`src/rtl/game_pkg.sv`:
```
// Constants and state encoding shared by the rival spawner, display stage and controller.
package game_pkg;

  localparam int CAR_W      = 14;
  localparam int CAR_H      = 16;
  localparam int ROAD_X_MIN = 244;
  localparam int ROAD_X_MAX = 318;
  localparam int ROAD_Y_TOP = 150;
  localparam int ROAD_Y_BOT = 390;
  localparam int LANE_PITCH = 26;

  typedef enum logic [1:0] {
    WAIT   = 2'd0,
    ACTIVE = 2'd1,
    HIT    = 2'd2
  } rival_state_t;

endpackage

```
`src/rtl/lfsr8.sv`:
```
// 8-bit Fibonacci LFSR, x^8+x^6+x^5+x^4+1, advancing once per enabled cycle.
module lfsr8 #(
  parameter logic [7:0] SEED = 8'hA5
) (
  input  logic       clk,
  input  logic       rst_n,
  input  logic       en,
  output logic [7:0] state
);

  // Shift left, feeding back the XOR of the tap bits into bit 0.
  always_ff @(posedge clk or negedge rst_n) begin
    if (!rst_n) begin
      state <= SEED;
    end else if (en) begin
      state <= {state[6:0], state[7] ^ state[5] ^ state[4] ^ state[3]};
    end
  end

endmodule

```
`src/rtl/rival_car_spawner.sv`:
```
// Spawns one rival car in a random lane, scrolls it down the road each frame,
// scores dodged cars and latches a collision with the player car.
module rival_car_spawner #(
  parameter int         PIX_W         = 10,
  parameter int         ROAD_X_MIN    = game_pkg::ROAD_X_MIN,
  parameter int         ROAD_Y_TOP    = game_pkg::ROAD_Y_TOP,
  parameter int         ROAD_Y_BOT    = game_pkg::ROAD_Y_BOT,
  parameter int         CAR_W         = game_pkg::CAR_W,
  parameter int         CAR_H         = game_pkg::CAR_H,
  parameter int         LANE_PITCH    = game_pkg::LANE_PITCH,
  parameter int         RIVAL_SPEED   = 2,
  parameter int         SPAWN_GAP_MIN = 8,
  parameter logic [7:0] LFSR_SEED     = 8'hA5
) (
  input  logic             clk,
  input  logic             rst_n,
  input  logic             frame_tick,
  input  logic             pause,
  input  logic             restart,
  input  logic [PIX_W-1:0] main_x,
  input  logic [PIX_W-1:0] main_y,
  output logic [PIX_W-1:0] rival_x,
  output logic [PIX_W-1:0] rival_y,
  output logic             rival_valid,
  output logic             collide,
  output logic [7:0]       score
);

  import game_pkg::*;

  localparam int GAP_W = $clog2(SPAWN_GAP_MIN + 15);
  localparam int EW    = PIX_W + 1;

  rival_state_t     state;
  logic [GAP_W-1:0] gap_cnt;
  logic [7:0]       lfsr;
  logic             tick;
  logic [1:0]       lane;
  logic [PIX_W-1:0] lane_x;
  logic [GAP_W-1:0] gap_rand;
  logic [EW-1:0]    next_y;
  logic             overlap;
  logic             off_road;

  assign tick = frame_tick & ~pause;

  // Restart consumes a coincident tick, and the rival frozen in HIT must not reshuffle the sequence.
  lfsr8 #(.SEED(LFSR_SEED)) u_lfsr (
    .clk   (clk),
    .rst_n (rst_n),
    .en    (tick & ~restart & (state != HIT)),
    .state (lfsr)
  );

  // Lane/gap selection from the current LFSR value and the next-row overlap/exit tests.
  always_comb begin
    lane     = (lfsr[1:0] == 2'd3) ? 2'd1 : lfsr[1:0];
    lane_x   = PIX_W'(ROAD_X_MIN + 4) + PIX_W'(lane) * PIX_W'(LANE_PITCH);
    gap_rand = GAP_W'(SPAWN_GAP_MIN - 1) + GAP_W'(lfsr[5:2]);
    next_y   = {1'b0, rival_y} + EW'(RIVAL_SPEED);
    overlap  = (next_y < ({1'b0, main_y} + EW'(CAR_H))) &&
               ((next_y + EW'(CAR_H)) > {1'b0, main_y}) &&
               ({1'b0, rival_x} < ({1'b0, main_x} + EW'(CAR_W))) &&
               (({1'b0, rival_x} + EW'(CAR_W)) > {1'b0, main_x});
    off_road = (next_y + EW'(CAR_H)) > EW'(ROAD_Y_BOT);
  end

  // Spawn/move/hit state machine; restart re-arms everything except the LFSR.
  always_ff @(posedge clk or negedge rst_n) begin
    if (!rst_n) begin
      state       <= WAIT;
      gap_cnt     <= GAP_W'(SPAWN_GAP_MIN - 1);
      rival_x     <= PIX_W'(ROAD_X_MIN + 4);
      rival_y     <= PIX_W'(ROAD_Y_TOP);
      rival_valid <= 1'b0;
      collide     <= 1'b0;
      score       <= '0;
    end else if (restart) begin
      state       <= WAIT;
      gap_cnt     <= GAP_W'(SPAWN_GAP_MIN - 1);
      rival_x     <= PIX_W'(ROAD_X_MIN + 4);
      rival_y     <= PIX_W'(ROAD_Y_TOP);
      rival_valid <= 1'b0;
      collide     <= 1'b0;
      score       <= '0;
    end else if (tick) begin
      case (state)
        WAIT: begin
          if (gap_cnt != '0) begin
            gap_cnt <= gap_cnt - 1'b1;
          end else begin
            rival_x     <= lane_x;
            rival_y     <= PIX_W'(ROAD_Y_TOP);
            rival_valid <= 1'b1;
            state       <= ACTIVE;
          end
        end
        ACTIVE: begin
          if (overlap) begin
            rival_y <= next_y[PIX_W-1:0];
            collide <= 1'b1;
            state   <= HIT;
          end else if (off_road) begin
            rival_valid <= 1'b0;
            if (score != '1) score <= score + 1'b1;
            gap_cnt <= gap_rand;
            state   <= WAIT;
          end else begin
            rival_y <= next_y[PIX_W-1:0];
          end
        end
        default: ;
      endcase
    end
  end

endmodule
```
`config.mk`:
```
export PLATFORM = sky130hd
export DESIGN_NAME = rival_car_spawner
export DESIGN_NICKNAME = d
export VERILOG_FILES = /design/src/rtl/game_pkg.sv /design/src/rtl/lfsr8.sv /design/src/rtl/rival_car_spawner.sv
export SDC_FILE = /design/constraint.sdc
export NUM_CORES = 1
export LEC_CHECK = 0
export CAP_MARGIN = 20
export CORE_MARGIN = 2
export CORE_UTILIZATION = 30
export CTS_BUF_LIST = sky130_fd_sc_hd__clkbuf_16
export DETAILED_ROUTE_END_ITERATION = 6
export PLACE_DENSITY = 0.49
export SKIP_CTS_REPAIR_TIMING = 1
export SKIP_LAST_GASP = 1
export SYNTH_ARGS = -nofsm -noshare
export SYNTH_HDL_FRONTEND = slang
export SYNTH_SLANG_ARGS = --single-unit
```
`constraint.sdc`:
```
create_clock -name clk -period 10.1 [get_ports clk]
set_input_delay 2.02 -clock clk [delete_from_list [all_inputs] [get_ports clk]]
set_output_delay 2.02 -clock clk [all_outputs]
set_load 0.02 [all_outputs]
```
Word-level counts from Yosys, hierarchy flattened --
Cells that the tools add are included.
Storage, ports and cells: output and inout port bits 30, logic and storage cells 101, flip-flop bits (word level) 45, input port bits 25
Operators by class: magnitude comparators 5, eq/ne operators 12, reduce and logical (&&, ||, !) cells 19, add/subtract/negate cells 9, muxes and demuxes 39, bitwise logic cells 8, $mul 1
Operator list (count):
- 10-bit two-way mux | 9
- 8-bit two-way mux | 6
- 5-bit two-way mux | 5
- 10-bit by 4-bit adder with 11-bit output (second input constant) | 2
- 11-bit by 10-bit greater-than comparator with 1-bit output | 2
- 10-bit case mux with 2 select lines | 1
- 5-bit AND reduction | 3
- 2-bit two-way mux | 6
- 3-bit inequality test (second input constant) | 4
- 2-bit nonzero test | 6
- 10-bit by 2-bit adder with 11-bit output (second input constant) | 1
- 10-bit by 5-bit adder with 11-bit output (second input constant) | 1
- 11-bit by 5-bit adder with 11-bit output (second input constant) | 1
- 11-bit by 9-bit greater-than comparator with 1-bit output (second input constant) | 1
- 10-bit by 11-bit less-than comparator with 1-bit output | 1
- 11-bit less-than comparator | 1
- 5-bit case mux with 2 select lines | 1
- 8-bit by 7-bit adder with 9-bit output (first input constant) | 1
- 1-bit two-way mux | 9
- 8-bit by 1-bit adder with 8-bit output (second input constant) | 1
- 4-bit inequality test (second input constant) | 2
- 8-bit inequality test (second input constant) | 1
- 4-bit AND reduction | 2
- 2-bit by 4-bit multiplier with 6-bit output (second input constant) | 1
- 15 further kinds | 25

Depth between registers and ports, before layout --
depth in word-level cells 10, mapped depth 20, gate-level depth less buffers 18

Hierarchy --
Synthesis repeated with hierarchy kept, for this count alone.
Unflattened totals: cell total of the unflattened synthesis 445, area total of the unflattened synthesis 3801.1 µm²
Modules (own cells, without submodules):
- rival_car_spawner | cells an instance 424, times used 1, area each 3477.1 µm², sequential area each 813.3 µm²
- lfsr8 | cells an instance 21, times used 1, area each 324.1 µm², sequential area each 205.2 µm²

Worst setup path before layout --
No wires, ideal clock.
kind input -> register, from in main_x[3], to reg score[6], arrival 4.502 ns, stages on the path 13, buffers on the path 1, slack 5.473 ns, path through nor3_1 -> nor3_1 -> xnor2_1 -> ha_1 -> o21a_1 -> o21ai_0 -> a31o_2 -> a211oi_1 -> a2111oi_2 -> o2bb2ai_2 -> buf_6 -> nor4_1 -> mux2_2
On the way: word-level cells in the longest chain between the ends 6, elaborated cells on any way between the ends 7, those cells by class add/sub (1); order compare (2); eq/ne (1); reduce/logical (3)
Ends and longest elaborated chain:
- start: declaration | RTL line rival_car_spawner.sv:20 | input logic [PIX_W-1:0] main_x,
- 10-bit by 4-bit adder with 11-bit output | RTL line rival_car_spawner.sv:63 | ({1'b0, rival_x} < ({1'b0, main_x} + EW'(CAR_W))) &&
- 10-bit by 11-bit less-than comparator with 1-bit output | RTL line rival_car_spawner.sv:63
- 1-bit logical AND | RTL line rival_car_spawner.sv:62 | ((next_y + EW'(CAR_H)) > {1'b0, main_y}) &&
- 1-bit logical AND * | RTL line rival_car_spawner.sv:63
- 2-bit inequality test (no line) *
- 5-bit AND reduction (no line) *
- end signal: assignment | RTL line rival_car_spawner.sv:105 | if (score != '1) score <= score + 1'b1;
- end: declaration | RTL line rival_car_spawner.sv:26 | output logic [7:0] score
Mark *: on every way between the ends. The rest lies on a longest branch, timed or not. A chain may end at the register's enable or synchronous reset.

Final worst setup path --
from in main_y[4], to reg rival_y[8]
On the way: word-level cells in the longest chain between the ends 9, elaborated cells on any way between the ends 12, those cells by class add/sub (1); order compare (2); eq/ne (1); mux (4); reduce/logical (4)
Ends and longest elaborated chain:
- start: declaration | RTL line rival_car_spawner.sv:21 | input logic [PIX_W-1:0] main_y,
- 10-bit by 5-bit adder with 11-bit output | RTL line rival_car_spawner.sv:61 | overlap = (next_y < ({1'b0, main_y} + EW'(CAR_H))) &&
- 11-bit less-than comparator | RTL line rival_car_spawner.sv:61
- 1-bit logical AND * | RTL line rival_car_spawner.sv:61
- 1-bit logical AND * | RTL line rival_car_spawner.sv:62
- 1-bit logical AND * | RTL line rival_car_spawner.sv:63
- 10-bit two-way mux | RTL line rival_car_spawner.sv:99 | if (overlap) begin
- 10-bit case mux with 2 select lines | RTL line rival_car_spawner.sv:87 | case (state)
- 10-bit two-way mux | RTL line rival_car_spawner.sv:86 | end else if (tick) begin
- 10-bit two-way mux | RTL line rival_car_spawner.sv:78 | end else if (restart) begin
- end signal: assignment | RTL line rival_car_spawner.sv:82 | rival_y <= PIX_W'(ROAD_Y_TOP);
- end signal: assignment | RTL line rival_car_spawner.sv:93 | rival_y <= PIX_W'(ROAD_Y_TOP);
- end signal: assignment | RTL line rival_car_spawner.sv:100 | rival_y <= next_y[PIX_W-1:0];
- end: declaration | RTL line rival_car_spawner.sv:23 | output logic [PIX_W-1:0] rival_y,
Mark *: on every way between the ends. The rest lies on a longest branch, timed or not. The select of a mux whose other input is x is not followed.

==> results.yml <==
hold_path:
  hold_depth: 2
  hold_class: "reg -> reg"
finish:
  layout_commonest_cell: "clkdlybuf4s50_1"
  instances_no_fill: 656
  layout_common_cells: "clkdlybuf4s50_1 (50), ha_1 (43), inv_1 (37), nand2_1 (27), dfrtp_1 (26)"
  nNetsFinal: 551
  drive_above_1_share_pct: 9.92
  synthToLayoutAreaGrowth_pct: 20.1
  diodes: 0
place:
  dp_slack_ns: 4.35
  dp_hpwl_microns: 7140
  gp_congestion: 0.839
  dp_cells: 648
  port-buffer-count: 51
yosys:
  netlist-cell-type-count: 67
  synth_edf_count: 0
  syn_area_per_cell_sq_um: 8.65
  netlist_area_sq_mm: 0.00383
  syn_inst: 443
  ys_seq_elements: 40
  synth_flop_cell: "dfrtp_1"
  seq_area_frac_synth_pct: 26.6
  synth_async_sr_flop_share_pct: 100
  synth-warning-count: 0
  yosysTopAreaCell: "dfrtp_1"
  yosysTopAreaCellShare_pct: 17.0
  synthTopCellsByArea: "dfrtp_1 (17%), ha_1 (14%), dfstp_2 (9.6%)"
run_status:
  outcome: "completed"
grt:
  grt_pass1_vias: 3138
  grt_pass1_wl_microns: 15300
  antenna_found_initial: 0
  grt_usage_pct: 13.8
  grt_max_degree: 41
  grt.overflow.total: 0
flow_run:
  maxCapViolations: 0
power_and_ir_drop:
  power_frac_comb_pct: 20.1
  p_per_area_mw_per_mm2: 101
  power.leakage_nw: 1.97
  switching_share_pct: 26.2
  clkPwrFrac_pct: 38.2
  ir_drop_mv: 0.0696
  sequentialPowerShare_pct: 41.7
  internal_power_mw: 0.343
  switchingPower_mw: 0.122
drt:
  drc: 0
  routedWlPerCell_microns: 14.2
  ant_nets: 0
  drtPass1Iterations: 4
  vias: 3342
  drt-total-wl_microns: 9350
  first_iter_violations: 136
  vias_per_cell: 5.09
clocking:
  cts_tree: "yes"
  htreeDepth: 2
  clock-sinks: 40
  clkLatencyLatePin_ns: 0.28
  cts.clk_slew.worst_paths_ns: 0.06
  cts_root_buf: "clkbuf_16"
  cts_buffer_depth: 2
  cts_buffers: 5
sta:
  setup_tns_ns: 0
  fmax_ghz: 0.186
  final-setup-viol-count: 0
  slew_headroom_pct: 33.4
  layout_min_cycle_time_ns: 5.38
  fin_skew_ns: 0.00478
  report.final.slew_viol_count: 0
  rsz0062_at_grt: "no"
  fin_crit_sh_pct: 53.3
  layout_setup_ws_ns: 4.72
  tightest_slew_ns: 0.988
  hold_viol_final: 0
worst_setup_path:
  critical-path-max-stage-delay_ns: 0.56
  cp_slowest_cell: "a2111oi_2"
  crit_path_frequent_cell: "ha_1"
  crit_buf_inv: 1
  crit_family: "compound AO/OA/AOI/OAI gates"
  crit_fanout: 21
  rr_worst_depth: 17
  crit_path_end_kind: "flop"
  worstPathArrival_ns: 5.55
  worstPathCellList: "clkdlybuf4s50_1 -> ha_1 -> xnor2_1 -> ha_1 -> and3_1 -> a2111oi_0 -> a21oi_1 -> a2111oi_2 -> o2bb2ai_2 -> o21ai_0 -> a22o_1"
  path_depth: 11
  critPathLaunchType: "input pin"
  required_ns: 10.27
  path_class: "in -> reg"
floorplan:
  dieWidth_microns: 117
  die_h_microns: 117
  rows: 41
  dieArea_sq_mm: 0.0137
  core_sq_mm: 0.0126
  start_util_pct: 30.5
  ios: 55
==> cell families (layout without fill, tap and decap cells) <==
group | after synthesis | count (layout) | share of synthesized area (%)
xor+xnor | 31 | 31 | 7.77
simple gates | 149 | 149 | 20.7
compound gates | 106 | 106 | 19.6
flops | 40 | 40 | 26.6
buf+inv | 58 | 97 | 6.96
fa+ha+maj | 43 | 43 | 14.0
mux | 15 | 15 | 4.28
other cells | 1 | 3 | 0.0979
==> state kept, by name, summed over array words and instances, names as in the netlist <==
register	flops
gap_cnt	5
u_lfsr.state	8
rival_x	6
rival_y	9
score	8
state	2
collide	1
rival_valid	1
==> stage by stage <==
stage	instance area, sq um	power, mW	hold slack (ns)	utilization [%]
after floorplan	3840	0.260	0.475	-
after global placement	4440	0.291	0.485	35.3
after detailed placement	4440	0.291	0.491	35.3
after CTS	4600	0.473	0.508	36.6
after global routing	4600	0.491	0.531	36.6
final	4600	0.464	0.504	36.6
==> Yosys cell counts (3+ instances only) <==
library cell and n:
ha_1 43, inv_1 37, nand2_1 27, dfrtp_1 26, nor2_1 25, a21oi_1 24
xnor2_1 24, nand3_1 21, o21ai_0 19, nor3_1 15, dfstp_2 14, nand2b_1 13
a211oi_1 11, mux2_2 11, clkbuf_1 8, nand4_1 8, a21o_1 7, nor2b_1 7
buf_4 6, nor4_1 5, o31ai_1 5, xor2_1 5, and2_1 4, and3_1 4
mux2i_1 4, a22o_1 3, a22oi_1 3, a31oi_1 3, buf_2 3, buf_6 3
nand3b_1 3, nor3b_1 3, o211ai_1 3, o21a_1 3, or4_1 3
==> worst register-to-register path, stage by stage (launching register included) <==
cell and delay, ns:
dfstp_2 0.60, ha_1 0.32, nand3_1 0.19, xnor2_1 0.35, ha_1 0.34, nand2_1 0.08, a21oi_1 0.23, a21oi_4 0.07
nor2_2 0.12, xor2_1 0.18, ha_1 0.27, a21o_1 0.19, a2111oi_0 0.39, a211oi_1 0.16, a311o_1 0.43, o2bb2ai_2 0.33
nor4_1 0.37, mux2_2 0.37
==> power groups by stage <==
stage / Clock (mW) / Sequential [mW] / Combinational (mW)
2_1_floorplan: 0 / 0.192 / 0.0683
3_3_place_gp: 0 / 0.196 / 0.0945
3_5_place_dp: 0 / 0.196 / 0.0949
4_1_cts: 0.184 / 0.194 / 0.0955
5_1_grt: 0.188 / 0.196 / 0.107
6_report: 0.177 / 0.194 / 0.0934
==> layout make-up <==
cell class | instances | area (sq um)
Multi-Input combinational cell | 347 | 2550
Sequential cell | 40 | 1020
Inverter | 37 | 139
Clock buffer | 5 | 125
Tap cell | 172 | 215
Timing Repair Buffer | 52 | 513
Clock inverter | 3 | 37.5
Fill cell | 1313 | 7970
==> routing by layer <==
| layer | global-route usage (%) | wire length, microns | vias to the layer above |
|---|---|---|---|
| met4 | 2.82 | 76 | 0 |
| li1 | - | - | 1674 |
| met1 | 18.8 | 4550 | 1599 |
| met2 | 23.5 | 4420 | 63 |
| met5 | 0 | 0 | - |
| met3 | 1.85 | 305 | 6 |
==> final timing paths <==
path | startpoint | end | slack, ns
setup / recovery | main_y[4] | rival_y[8]$_DFFE_PN0P_ | 4.72
hold reg to reg | u_lfsr.state[0]$_DFFE_PN1P_ | u_lfsr.state[0]$_DFFE_PN1P_ | 0.50
min in group asynchronous | rst_n | u_lfsr.state[6]$_DFFE_PN0P_ | 1.87
setup reg to reg | rival_y[2]$_DFFE_PN1P_ | score[6]$_DFFE_PN0P_ | 5.01
max in group asynchronous | rst_n | state[0]$_DFFE_PN0P_ | 7.65
hold / removal | u_lfsr.state[0]$_DFFE_PN1P_ | u_lfsr.state[0]$_DFFE_PN1P_ | 0.50
(Power assumes the default switching activity.)
